File: src/rtl/timer_pkg.sv
// Shared types for the timer bank: per-channel state encoding and mode constants.
package timer_pkg;

  typedef enum logic [1:0] {
    IDLE = 2'd0,
    RUN  = 2'd1,
    DONE = 2'd2
  } chan_state_e;

  localparam logic MODE_PERIODIC = 1'b0;
  localparam logic MODE_ONESHOT  = 1'b1;

endpackage

File: src/rtl/timer_channel.sv
// One timer channel: counts shared ticks up to its load value and raises a sticky
// pending flag on expiry; one-shot channels park in DONE until re-enabled.
module timer_channel
  import timer_pkg::*;
#(
  parameter int COUNTER_WIDTH = 32
) (
  input  logic                     clk,
  input  logic                     rst,
  input  logic                     tick_i,
  input  logic                     enable_i,
  input  logic                     oneshot_i,
  input  logic                     clear_i,
  input  logic [COUNTER_WIDTH-1:0] load_i,
  output logic [COUNTER_WIDTH-1:0] count_o,
  output logic                     pending_o
);

  chan_state_e              state_q, state_d;
  logic [COUNTER_WIDTH-1:0] cnt_q, cnt_d;
  logic                     pend_q, pend_d;
  logic                     expire;

  always_ff @(posedge clk) begin
    if (rst) begin
      state_q <= IDLE;
      cnt_q   <= '0;
      pend_q  <= 1'b0;
    end else begin
      state_q <= state_d;
      cnt_q   <= cnt_d;
      pend_q  <= pend_d;
    end
  end

  always_comb begin
    state_d = state_q;
    cnt_d   = cnt_q;
    expire  = 1'b0;
    if (!enable_i) begin
      state_d = IDLE;
      cnt_d   = '0;
    end else begin
      case (state_q)
        IDLE: begin
          state_d = RUN;
          cnt_d   = '0;
        end
        RUN: begin
          // >= compare so a load lowered below the count expires on the next tick
          if (tick_i) begin
            if (cnt_q >= load_i) begin
              expire = 1'b1;
              cnt_d  = '0;
              if (oneshot_i == MODE_ONESHOT) state_d = DONE;
            end else begin
              cnt_d = cnt_q + 1'b1;
            end
          end
        end
        DONE: cnt_d = '0;
        default: begin
          state_d = IDLE;
          cnt_d   = '0;
        end
      endcase
    end
    // expiry wins over a same-cycle clear
    pend_d = (pend_q & ~clear_i) | expire;
  end

  assign count_o   = cnt_q;
  assign pending_o = pend_q;

endmodule

File: src/rtl/timer_bank_irq.sv
// Bank of NUM_CH timers sharing one prescaler tick, with a registered masked
// interrupt reduction over the per-channel pending flags.
module timer_bank_irq
  import timer_pkg::*;
#(
  parameter int NUM_CH          = 4,
  parameter int COUNTER_WIDTH   = 32,
  parameter int PRESCALER_WIDTH = 16
) (
  input  logic                              clk,
  input  logic                              rst,
  input  logic [PRESCALER_WIDTH-1:0]        prescaler,
  input  logic [NUM_CH*COUNTER_WIDTH-1:0]   load,
  input  logic [NUM_CH-1:0]                 enable,
  input  logic [NUM_CH-1:0]                 oneshot,
  input  logic [NUM_CH-1:0]                 irq_en,
  input  logic [NUM_CH-1:0]                 irq_clear,
  output logic [NUM_CH*COUNTER_WIDTH-1:0]   count_out,
  output logic [NUM_CH-1:0]                 pending,
  output logic                              irq
);

  logic [PRESCALER_WIDTH-1:0] psc_q, psc_d;
  logic                       tick_q, tick_d;
  logic                       irq_q, irq_d;
  logic                       any_en;

  assign any_en = |enable;

  always_ff @(posedge clk) begin
    if (rst) begin
      psc_q  <= '0;
      tick_q <= 1'b0;
      irq_q  <= 1'b0;
    end else begin
      psc_q  <= psc_d;
      tick_q <= tick_d;
      irq_q  <= irq_d;
    end
  end

  // Prescaler idles at 0 with no channel enabled so the first tick lands
  // prescaler+1 cycles after an enable is sampled.
  always_comb begin
    psc_d  = '0;
    tick_d = 1'b0;
    if (any_en) begin
      if (psc_q >= prescaler) begin
        psc_d  = '0;
        tick_d = 1'b1;
      end else begin
        psc_d = psc_q + 1'b1;
      end
    end
    irq_d = |(pending & irq_en);
  end

  assign irq = irq_q;

  for (genvar g = 0; g < NUM_CH; g++) begin : g_ch
    timer_channel #(
      .COUNTER_WIDTH(COUNTER_WIDTH)
    ) u_ch (
      .clk      (clk),
      .rst      (rst),
      .tick_i   (tick_q),
      .enable_i (enable[g]),
      .oneshot_i(oneshot[g]),
      .clear_i  (irq_clear[g]),
      .load_i   (load[g*COUNTER_WIDTH +: COUNTER_WIDTH]),
      .count_o  (count_out[g*COUNTER_WIDTH +: COUNTER_WIDTH]),
      .pending_o(pending[g])
    );
  end

endmodule

File: config.mk
export PLATFORM = sky130hd
export DESIGN_NAME = timer_bank_irq
export DESIGN_NICKNAME = d
export VERILOG_FILES = /design/src/rtl/timer_pkg.sv /design/src/rtl/timer_channel.sv /design/src/rtl/timer_bank_irq.sv
export SDC_FILE = /design/constraint.sdc
export NUM_CORES = 1
export LEC_CHECK = 0
export BUFFER_PORTS_ARGS = -buffer_cell sky130_fd_sc_hd__buf_2
export CORE_MARGIN = 5
export CORE_UTILIZATION = 52
export CTS_CLUSTER_SIZE = 25
export DETAILED_ROUTE_END_ITERATION = 8
export PLACE_DENSITY = 0.9
export REMOVE_ABC_BUFFERS = 1
export SLEW_MARGIN = 20
export SYNTH_ARGS = -nofsm -noshare
export SYNTH_HDL_FRONTEND = slang
export SYNTH_SLANG_ARGS = --single-unit
export TNS_END_PERCENT = 5
File: constraint.sdc
create_clock -name clk -period 3.2 [get_ports clk]
set_input_delay 0.16 -clock clk [delete_from_list [all_inputs] [get_ports clk]]
set_output_delay 0.16 -clock clk [all_outputs]
set_load 0.01 [all_outputs]
Word-level counts from Yosys, hierarchy flattened

Cells that the tools add are included.

Memory bits (writable): 0
Register bits after elaboration: 158
Bits in latches: 0
Bits of input ports: 162
Memories: 0
Output and inout bits: 133
Bits in read-only memories: 0
Word-level logic and storage cells: 128

Bitwise operators: 26
Muxes and demuxes: 37
$lt $le $gt $ge: 5
Shift-type cells: 0
$add $sub $neg: 5
Multiply operators: 0
Reductions and logical operators: 20
Divide/modulo/power cells: 0
Eq/ne operators: 20

Operators with widths:

| kind                    | number |
|---|---|
| $add A32 B1 Y32 const B | 4 |
| $ge A32 B32 Y1          | 4 |
| $mux W32                | 4 |
| $mux W2                 | 12 |
| $pmux W2 S3             | 4 |
| $mux W1                 | 17 |
| $not A1 Y1              | 17 |
| $add A16 B1 Y16 const B | 1 |
| $ge A16 B16 Y1          | 1 |
| $ne A2 B2 Y1 const B    | 8 |
| $reduce_and A4 Y1       | 4 |
| $reduce_or A3 Y1        | 5 |
| $reduce_or A2 Y1        | 5 |
| $eq A2 B1 Y1 const B    | 4 |
| $eq A2 B2 Y1 const B    | 4 |
| $logic_not A2 Y1        | 4 |
| $ne A2 B1 Y1 const B    | 4 |
| $reduce_or A4 Y1        | 2 |
| $and A1 B1 Y1           | 4 |
| $and A4 B4 Y4           | 1 |
| $or A1 B1 Y1            | 4 |

Logic depth before layout (Yosys ltp)

Gate-level depths: netlist of the first run.

Depth after elaboration: 6
Gate-level depth with buffers: 11
Depth with buffers taken out: 9

Modules after synthesis

A second synthesis of the first run with hierarchy kept.

Cell total of the unflattened synthesis: 1293
Area, all modules: 11009.3 µm²

Modules (own cells, without submodules):

| module         | cells an instance | seq. area each (µm²) | area each (µm²) | instances |
|---|---|---|---|---|
| timer_channel  | 289               | 700.7                | 2441.1          | 4 |
| timer_bank_irq | 137               | 360.3                | 1244.9          | 1 |

Least setup slack after synthesis of the first run

No wires, ideal clock.

Path kind: flip-flop to flip-flop
Start point: register g_ch[3].u_ch.cnt_q[0]
End point: register g_ch[3].u_ch.cnt_q[17]
Data required time: 3.138 ns
Arrival time: 2.360 ns
Slack: 0.778 ns
Clock period less this slack: 2.422 ns
Library setup time: 0.062 ns
Buffers on the path: 1
Cell stages (with the launch flop): 11
Path through: dfxtp_1 > inv_1 > ha_1 > nand2b_4 > a2111oi_4 > o211ai_1 > o31a_2 > nor3_4 > o21bai_4 > buf_6 > nor2_2

Longest elaborated chain between the ends: 2
Elaborated cells between the ends (all ways): 3
Classes of those cells: add/sub (1); order compare (1); mux (1)

RTL lines:

| what                                                     | line                                     | text |
|---|---|---|
| from (decl)                                              | timer_channel.sv:20                      | `logic [COUNTER_WIDTH-1:0] cnt_q, cnt_d;` |
| from (signal assigned)                                   | timer_channel.sv:31                      | `cnt_q <= cnt_d;` |
| $add A32 B1 Y32 / $ge A32 B32 Y1 (equally long branches) | timer_channel.sv:57, timer_channel.sv:52 |  |
| $mux W32 (*)                                             | timer_channel.sv:52                      | `if (cnt_q >= load_i) begin` |

Mark *: on every way between the ends. The rest lies on a longest branch, timed or not.
A chain may end at the register's enable or synchronous reset.

Worst setup path in the final report of the first run

Start point: register g_ch[3].u_ch.cnt_q[6]
End point: register g_ch[3].u_ch.cnt_q[11]

The elaborated chain is that of the path after synthesis.

==> results of run 1 <==
## path summary, 6_finish.rpt
kind	startpoint	cells past startpoint	endpoint	slack, ns
worst max-delay path	g_ch[3].u_ch.count_o[6]	8	g_ch[3].u_ch.count_o[11]	0.37
worst min-delay path	oneshot[3]	3	g_ch[3].u_ch.state_q[1]	0.02
worst max register to register	g_ch[3].u_ch.count_o[6]	8	g_ch[3].u_ch.count_o[11]	0.37
worst min register to register	g_ch[1].u_ch.state_q[1]	2	g_ch[1].u_ch.state_q[1]	0.48
## layout make-up
cell class | instances | area, um2 | area share, %
diodes | 3 | 7.51 | 0.0586
clock buffers | 20 | 447 | 3.49
clock inverters | 12 | 136 | 1.07
inverters | 161 | 604 | 4.72
multi-input cells | 928 | 6510 | 50.8
flip-flops and latches | 158 | 3160 | 24.7
well taps | 265 | 332 | 2.59
repair buffers | 311 | 1610 | 12.6
## routing by layer
metal  vias up  track usage, %  part of all wire [%]  wire length (um)
met5         -               0                     0                 0
met4         0            9.25                   2.7               757
met3        63            4.49                   6.5              1820
met2       312            41.3                    49             13600
met1      4574            29.1                    42             11700
li1       4949               -                     -                 -
## sequential cells by signal, summed over array words and instances, names as in the netlist
| register | flops |
|---|---|
| g_ch.u_ch.count_o | 128 |
| irq | 1 |
| tick_q | 1 |
| g_ch.u_ch.state_q | 8 |
| psc_q | 16 |
| g_ch.u_ch.pending_o | 4 |
## worst max-delay path, stage by stage (launching register included)
cell and delay [ns]:
dfxtp_1 0.39, ha_1 0.35, nand4_1 0.09, or4_1 0.51
o211ai_1 0.19, o31a_2 0.22, nor3_4 0.08, o21bai_4 0.72
nor2_1 0.12
## cells in the mapped netlist (2+ instances only)
cell / number
nor2b_1: 6
a31o_2: 2
o41ai_1: 2
a21o_1: 29
a211oi_1: 2
o211ai_1: 4
nor3b_1: 2
o22ai_1: 3
clkbuf_1: 8
a221oi_1: 4
xnor2_1: 46
and3_1: 34
a22oi_1: 3
buf_2: 10
o32ai_1: 4
nor2_2: 20
buf_4: 4
a41oi_1: 3
buf_6: 2
a21oi_1: 61
dfxtp_1: 158
o2111ai_1: 3
ha_1: 149
o21ai_0: 21
xor2_1: 83
and2_1: 5
nand2_1: 92
or3_1: 5
nand4_1: 38
or4_1: 3
and4_1: 11
nand3_1: 71
nor3_1: 16
o221ai_1: 2
nor4_1: 4
o21a_1: 8
inv_1: 161
or2_1: 2
nand2b_1: 12
nor2_1: 155
nor4_2: 2
## cell families after synthesis
logic type	count (synthesis)
buffers and inverters	185
AO/OA/AOI/OAI	161
flip-flops	158
multiplexers	1
XOR/XNOR	129
adder cells (fa/ha/maj)	149
AND/OR/NAND/NOR	488
## power by group through the flow
| stage | Combinational [mW] | Clock (mW) | Sequential (mW) |
|---|---|---|---|
| floorplan | 0.149 | 0 | 2.02 |
| detailed placement | 0.294 | 0 | 2.02 |
| global placement | 0.279 | 0 | 2.02 |
| global route | 0.344 | 2.13 | 1.98 |
| CTS | 0.302 | 2.05 | 1.98 |
| finish | 0.301 | 2.01 | 1.98 |
## layout by cell type (no fill, tap or decap), types with 6 or more instances in the layout
master | Yosys | layout
nand2_1 | 92 | 92
dfxtp_1 | 158 | 158
nor2b_1 | 6 | 6
nand4_1 | 38 | 38
buf_4 | 4 | 13
nor2_1 | 155 | 155
nor2_2 | 20 | 20
nand2b_1 | 12 | 12
o21a_1 | 8 | 8
clkbuf_16 | 0 | 17
nand3_1 | 71 | 71
buf_2 | 10 | 294
xnor2_1 | 46 | 46
and3_1 | 34 | 34
a21oi_1 | 61 | 61
a21o_1 | 29 | 29
and4_1 | 11 | 11
inv_1 | 161 | 161
ha_1 | 149 | 149
xor2_1 | 83 | 83
nor3_1 | 16 | 16
o21ai_0 | 21 | 21
## repair_timing
action                                 CTS  global route
hold buffers                             4             0
setup buffers                            0             0
endpoints found under the hold margin    4             0
==> flow_summary.ini, run 1 <==
[worst_setup_path]
cp_max_fo = 28
path_class = flip-flop to flip-flop
start_kind = flip-flop
cp_data_arrival_time_ns = 3.09
cp.required_ns = 3.46
endpoint_kind = flip-flop

[logic_synthesis]
synthTopCellsByArea = dfxtp_1 (30%), ha_1 (18%), xor2_1 (7.0%)
yosysTopAreaCell = dfxtp_1
synthCells = 1271
ys_seq_elements = 158
syn_area_um2 = 10400
yosys_warnings = 0
synth_area_per_cell_um2 = 8.18
synth-async-reset-ratio_pct = 0
synth_top_family_by_area = simple AND/OR/NAND/NOR gates
yosys.area_share.simple_pct = 23.3
synth_ff_type = dfxtp_1
synth-edff-count = 0
synth.distinct_cells = 62
synth_fa_ha_area_share_pct = 17.9
synth-xor-area-share_pct = 10.9
synth.yosys.seq_area_share_pct = 30.4
synth_compound_area_share_pct = 10.3
yosysTopAreaCellShare_pct = 30.4
muxShareOfSynthArea_pct = 0.0963

[routing]
drtAntennaViolNets = 0
vias = 9898
firstDrtPassIters = 7
remaining_drc_errors = 0
first_iter_violations = 357
wirelength_mm = 27.8
vias_per_cell = 5.33
wl_per_cell_um = 15.0

[floorplan]
die-area_um2 = 22900
num_rows = 51
io-pin-count = 295
coreArea_um2 = 19600
initial_core_util_pct = 53.1
fp.dieW_um = 151
die_h_um = 151

[timing]
fin_crit_ns = 2.83
whs_ns = 0.0245
finalSetupViolCount = 0
worst_pin_slew_ns = 0.906
skew_ns = 0.00752
tns_ns = 0
rsz0062_at_grt = false
finalWorstSetupSlack_ns = 0.375
timing.final.crit_share_pct = 88.3
hold_viol = 0
slew_headroom_pct = 39.5
timing.fmax_mhz = 354
slew_viol_final = 0

[placement]
hpwl_mm = 22.6
pre_cts_ws_ns = 0.401
place.gp.congestion = 0.888
dp_cells = 1819
port_buffers = 294
post_dp_cell_area_um2 = 12200

[grt]
antenna_found_initial = 2
grt_pass1_vias = 9807
grt_usage_pct = 23.8
grt_max_degree = 30
grt_pass1_wl_mm = 44.8
gr-total-overflow = 0

[power]
pwr-share-clk_pct = 46.8
max-vdd-ir-drop_uv = 343
p_seq_share_pct = 46.2
fin_total_pwr_mw = 4.29
internal-power_mw = 3.30
powerDensity_nw_per_um2 = 335
switching_share_pct = 23.1
combPwrFrac_pct = 7.0
p_leak_nw = 6.48
power.net_switching_mw = 0.992

[cts]
cts_htree_levels = 4
cts_buffers = 17
path_clk_slew_ns = 0.06
clock-sinks = 158
cts_tree = built
clockBufferDepth = 2
root_buffer = clkbuf_16
cts_resized = 0
insertion_delay_ns = 0.42

[layout]
drive_gt1_share_pct = 23.3
design_area_um2 = 12800
fin_cells = 1858
utilization_pct = 65.4
nNetsFinal = 1888
fillers = 1559
areaGrowthSynthToFinish_pct = 23.2

[outcome]
outcome = finished, final reports clean

[min_path]
hold_class = input port to flip-flop

[run]
max_cap_violations = 0
No activity file was read; power rests on OpenSTA's default activity.
==> run 2: changes to the inputs <==
- RECOVER_POWER: unset -> 25
==> run 2 against run 1 <==
Die area did not move. Register-to-register slack hardly changed. Setup slack worse by 0.0018 ns. Critical path depth did not move. Largest cell class unchanged. Largest power group unchanged.
==> flow_summary.ini, run 2 (same netlist as run 1, synthesis figures left out) <==
[outcome]
outcome = finished, final reports clean

[layout]
areaGrowthSynthToFinish_pct = 22.3
fin_cells = 1858
register_area_um2 = 3160
final_common_cell = buf_2
largest_reg_flops = 128
multi_input_area_um2 = 6510
fillers = 1611
nNetsFinal = 1888
drive_gt1_share_pct = 18.8
layout_common_cells = buf_2 (223), inv_1 (161), dfxtp_1 (158), nor2_1 (155), ha_1 (149)

[power]
powerDensity_nw_per_um2 = 338
p_seq_share_pct = 46.1
internal-power_mw = 3.30
combPwrFrac_pct = 7.0
pwr-share-clk_pct = 46.9
switching_share_pct = 23.2
fin_total_pwr_mw = 4.29
p_leak_nw = 6.16
power.net_switching_mw = 0.996
max-vdd-ir-drop_uv = 343

[worst_setup_path]
slowest_stage = o21bai_4
endpoint_kind = flip-flop
path_class = flip-flop to flip-flop
cp_slowest_stage_delay_ns = 0.72
cp_cell_sequence = ha_1, nand4_1, or4_1, o211ai_1, o31a_2, nor3_4, o21bai_4, nor2_1
start_kind = flip-flop
cp_max_fo = 28
path_buf_inv = 0
cp_data_arrival_time_ns = 3.09
path_delay_family = compound AO/OA/AOI/OAI gates
cp.required_ns = 3.46

[placement]
place.gp.congestion = 0.888
hpwl_mm = 22.6
pre_cts_ws_ns = 0.401
dp_cells = 1819
port_buffers = 294

[timing]
finalSetupViolCount = 0
rsz0062_at_grt = false
skew_ns = 0.00850
fin_crit_ns = 2.83
hold_viol = 0
tns_ns = 0
worst_pin_slew_ns = 0.902
slew_headroom_pct = 39.7
finalWorstSetupSlack_ns = 0.373
timing.fmax_mhz = 354
timing.final.crit_share_pct = 88.3
slew_viol_final = 0

[cts]
cts_htree_levels = 4
clock-sinks = 158
insertion_delay_ns = 0.42
root_buffer = clkbuf_16
cts_tree = built
cts_setup_buffers = 0
clockBufferDepth = 2
path_clk_slew_ns = 0.06
cts_buffers = 17

[grt]
grt_max_degree = 30
antenna_found_initial = 2
grt_pass1_wl_mm = 44.8
grt_pass1_vias = 9807
gr-total-overflow = 0
grt_usage_pct = 23.8

[floorplan]
io-pin-count = 295
die-area_um2 = 22900
coreArea_um2 = 19600
fp.dieW_um = 151
die_h_um = 151
num_rows = 51
initial_core_util_pct = 53.1

[run]
max_cap_violations = 0

[routing]
wl_per_cell_um = 15.0
firstDrtPassIters = 6
remaining_drc_errors = 0
first_iter_violations = 356
drtAntennaViolNets = 0
wirelength_mm = 27.9
vias = 9893
vias_per_cell = 5.32

[min_path]
hold_class = input port to flip-flop
==> run 2: worst reg2reg max path, stage by stage, from the launching register on <==
cell,delay (ns)
dfxtp_1,0.39
ha_1,0.35
nand4_1,0.10
or4_1,0.51
o211ai_1,0.19
o31a_2,0.22
nor3_4,0.08
o21bai_4,0.72
nor2_1,0.12
==> run 2: final cells by class <==
| type | instances | area share [%] |
|---|---|---|
| diodes | 3 | 0.0590 |
| repair buffers | 311 | 12.0 |
| flip-flops and latches | 158 | 24.9 |
| well taps | 265 | 2.61 |
| inverters | 161 | 4.75 |
| multi-input cells | 928 | 51.2 |
| clock inverters | 12 | 1.07 |
| clock buffers | 20 | 3.51 |
==> run 2: final timing paths <==
check,startpoint,end,slack [ns],cells after the start
worst min-delay path,oneshot[3],g_ch[3].u_ch.state_q[1],0.02,3
worst max-delay path,g_ch[3].u_ch.count_o[6],g_ch[3].u_ch.count_o[11],0.37,8
worst min register to register,g_ch[1].u_ch.state_q[1],g_ch[1].u_ch.state_q[1],0.48,2
worst max register to register,g_ch[3].u_ch.count_o[6],g_ch[3].u_ch.count_o[11],0.37,8
==> run 2: what timing repair did <==
item | in CTS | in global routing
gates resized for setup | 0 | 0
endpoints found under the hold margin | 4 | 0
hold buffers | 4 | 0
==> run 2: per-layer routing <==
layer	vias to the layer above	wire [um]	global-route usage (%)
li1	4945	-	-
met4	0	748	9.25
met1	4588	11800	29.1
met3	61	1770	4.49
met5	-	0	0
met2	299	13600	41.3
==> run 2: power groups by stage <==
stage | logic, mW | registers (mW) | clock network, mW
global route | 0.344 | 1.98 | 2.13
floorplan | 0.149 | 2.02 | 0
CTS | 0.302 | 1.98 | 2.05
global placement | 0.279 | 2.02 | 0
finish | 0.301 | 1.98 | 2.01
detailed placement | 0.294 | 2.02 | 0
==> run 2: through the flow <==
step | cell area, um2 | hold WS [ns] | utilization (%)
after floorplan | 10300 | 0.229 | -
after global placement | 12200 | 0.350 | 62.1
after detailed placement | 12200 | 0.357 | 62.1
after CTS | 12800 | 0.00638 | 65.3
after global routing | 12700 | 0.0321 | 64.9
final | 12700 | 0.0247 | 64.9
==> run 3: changes to the inputs <==
- PLACE_DENSITY: 0.9 -> unset
- PLACE_DENSITY_LB_ADDON: unset -> 0.3
- clock period: 3.2 -> 2.75 ns (I/O delays scaled with it)
==> run 3 against run 2 <==
Die area unchanged. Sequential share of layout area decreased by 0.81 points. Critical path depth increased by 1. Register-to-register slack got worse by 0.21 ns. Power increased by 22%. Routed wire length increased by 0.48%. Utilization increased by 2.2 points. Combinational power increased by 17%. Count of clock-buffer cells in the layout decreased by 2. Sequential power increased by 16%. Design area increased by 3.4%. Critical endpoint is now g_ch[3].u_ch.count_o[4].
==> flow_summary.ini, run 3 (same netlist as run 1, synthesis figures left out) <==
[worst_setup_path]
cp_cell_sequence = ha_1, nand4_1, or4_1, o211ai_1, o31a_2, nor3_4, buf_4, o21bai_4, nor2_1
endpoint_kind = flip-flop
slowest_stage = or4_1
cp_max_fo = 14
cp.required_ns = 3.04
cp_data_arrival_time_ns = 2.87
start_kind = flip-flop
reg2reg_slack_ns = 0.17
path_delay_family = compound AO/OA/AOI/OAI gates
path_buf_inv = 1
cp_slowest_stage_delay_ns = 0.51
path_class = flip-flop to flip-flop

[grt]
gr-total-overflow = 0
grt_pass1_wl_mm = 44.6
antenna_found_initial = 4
grt_usage_pct = 23.8
grt_max_degree = 30
grt_pass1_vias = 9525

[placement]
hpwl_mm = 22.7
post_dp_cell_area_um2 = 12500
port_buffers = 294
place.gp.congestion = 0.892
pre_cts_ws_ns = -0.00775

[routing]
wirelength_mm = 28.0
vias_per_cell = 5.19
firstDrtPassIters = 5
drtAntennaViolNets = 0
remaining_drc_errors = 0
wl_per_cell_um = 14.7
vias = 9880
first_iter_violations = 355

[cts]
clock-sinks = 158
path_clk_slew_ns = 0.06
cts_htree_levels = 4
root_buffer = clkbuf_16
insertion_delay_ns = 0.42
clockBufferDepth = 2
cts_tree = built
cts_buffers = 17

[timing]
skew_ns = 0.0110
slew_headroom_pct = 49.4
fin_crit_ns = 2.58
worst_pin_slew_ns = 0.756
finalSetupViolCount = 0
whs_ns = 0.0437
timing.final.crit_share_pct = 94.0
hold_viol = 0
slew_viol_final = 0
timing.fmax_mhz = 387
finalWorstSetupSlack_ns = 0.166

[power]
powerDensity_nw_per_um2 = 399
p_leak_nw = 6.45
max-vdd-ir-drop_uv = 393
fin_total_pwr_mw = 5.24

[layout]
design_area_um2 = 13100
final_common_cell = buf_2
largest_reg_flops = 128
areaGrowthSynthToFinish_pct = 26.5
layout_common_cells = buf_2 (231), inv_1 (161), dfxtp_1 (158), nor2_1 (155), ha_1 (149)
drive_gt1_share_pct = 21.2
nNetsFinal = 1937
utilization_pct = 67.1

[floorplan]
num_rows = 51
initial_core_util_pct = 53.1
die-area_um2 = 22900
fp.dieW_um = 151
io-pin-count = 295
coreArea_um2 = 19600
die_h_um = 151

[min_path]
hold_class = input port to flip-flop

[outcome]
outcome = finished, final reports clean

[run]
max_cap_violations = 0
-- run 3: repair_timing --
action / 4_1_cts / 5_1_grt
resized for setup: 0 / 2
endpoints found under the hold margin: 6 / 0
cloned: 1 / 0
setup buffers: 0 / 3
pin swaps: 1 / 1
hold buffers: 6 / 0
setup endpoints to repair: 4 / 30
-- run 3: final cells by class --
class / count / area [um2]
inverter: 161 / 604
clock inverter: 13 / 213
multi-input combinational: 929 / 6530
clock buffer: 18 / 429
antenna: 2 / 5.00
sequential: 158 / 3160
fill: 1680 / 6440
tap: 265 / 332
timing repair buffer: 359 / 1870
-- run 3: stage by stage --
step,setup TNS [ns],instances
2_1_floorplan,-4.34,1247
3_3_place_gp,0,1862
3_5_place_dp,-0.00873,1862
4_1_cts,0,1900
5_1_grt,-0.00205,1905
6_report,0,1905
-- run 3: routing by layer --
metal  GRT usage [%]  up-vias  wire, um
li1                -     5018         -
met5               0        -        27
met4            6.44        4       465
met1            30.5     4530     12300
met3            4.91       41      1750
met2            40.7      287     13500
-- run 3: worst min-delay path, cell delays in order --
cell and delay, ns:
buf_2 0.09, nand3_1 0.08, o21a_1 0.11
-- run 3: path summary, 6_finish.rpt --
path	start	endpoint	cells after the start
hold reg to reg	g_ch[1].u_ch.state_q[1]	g_ch[1].u_ch.state_q[1]	2
hold / removal	oneshot[0]	g_ch[0].u_ch.state_q[0]	3
setup reg to reg	g_ch[3].u_ch.count_o[6]	g_ch[3].u_ch.count_o[4]	9
setup / recovery	g_ch[3].u_ch.count_o[6]	g_ch[3].u_ch.count_o[4]	9
-- run 3: power breakdown --
part	internal [mW]	total, mW	switching [mW]
Sequential	2.30	2.30	0.00891
Clock	1.61	2.58	0.969
Combinational	0.176	0.352	0.177
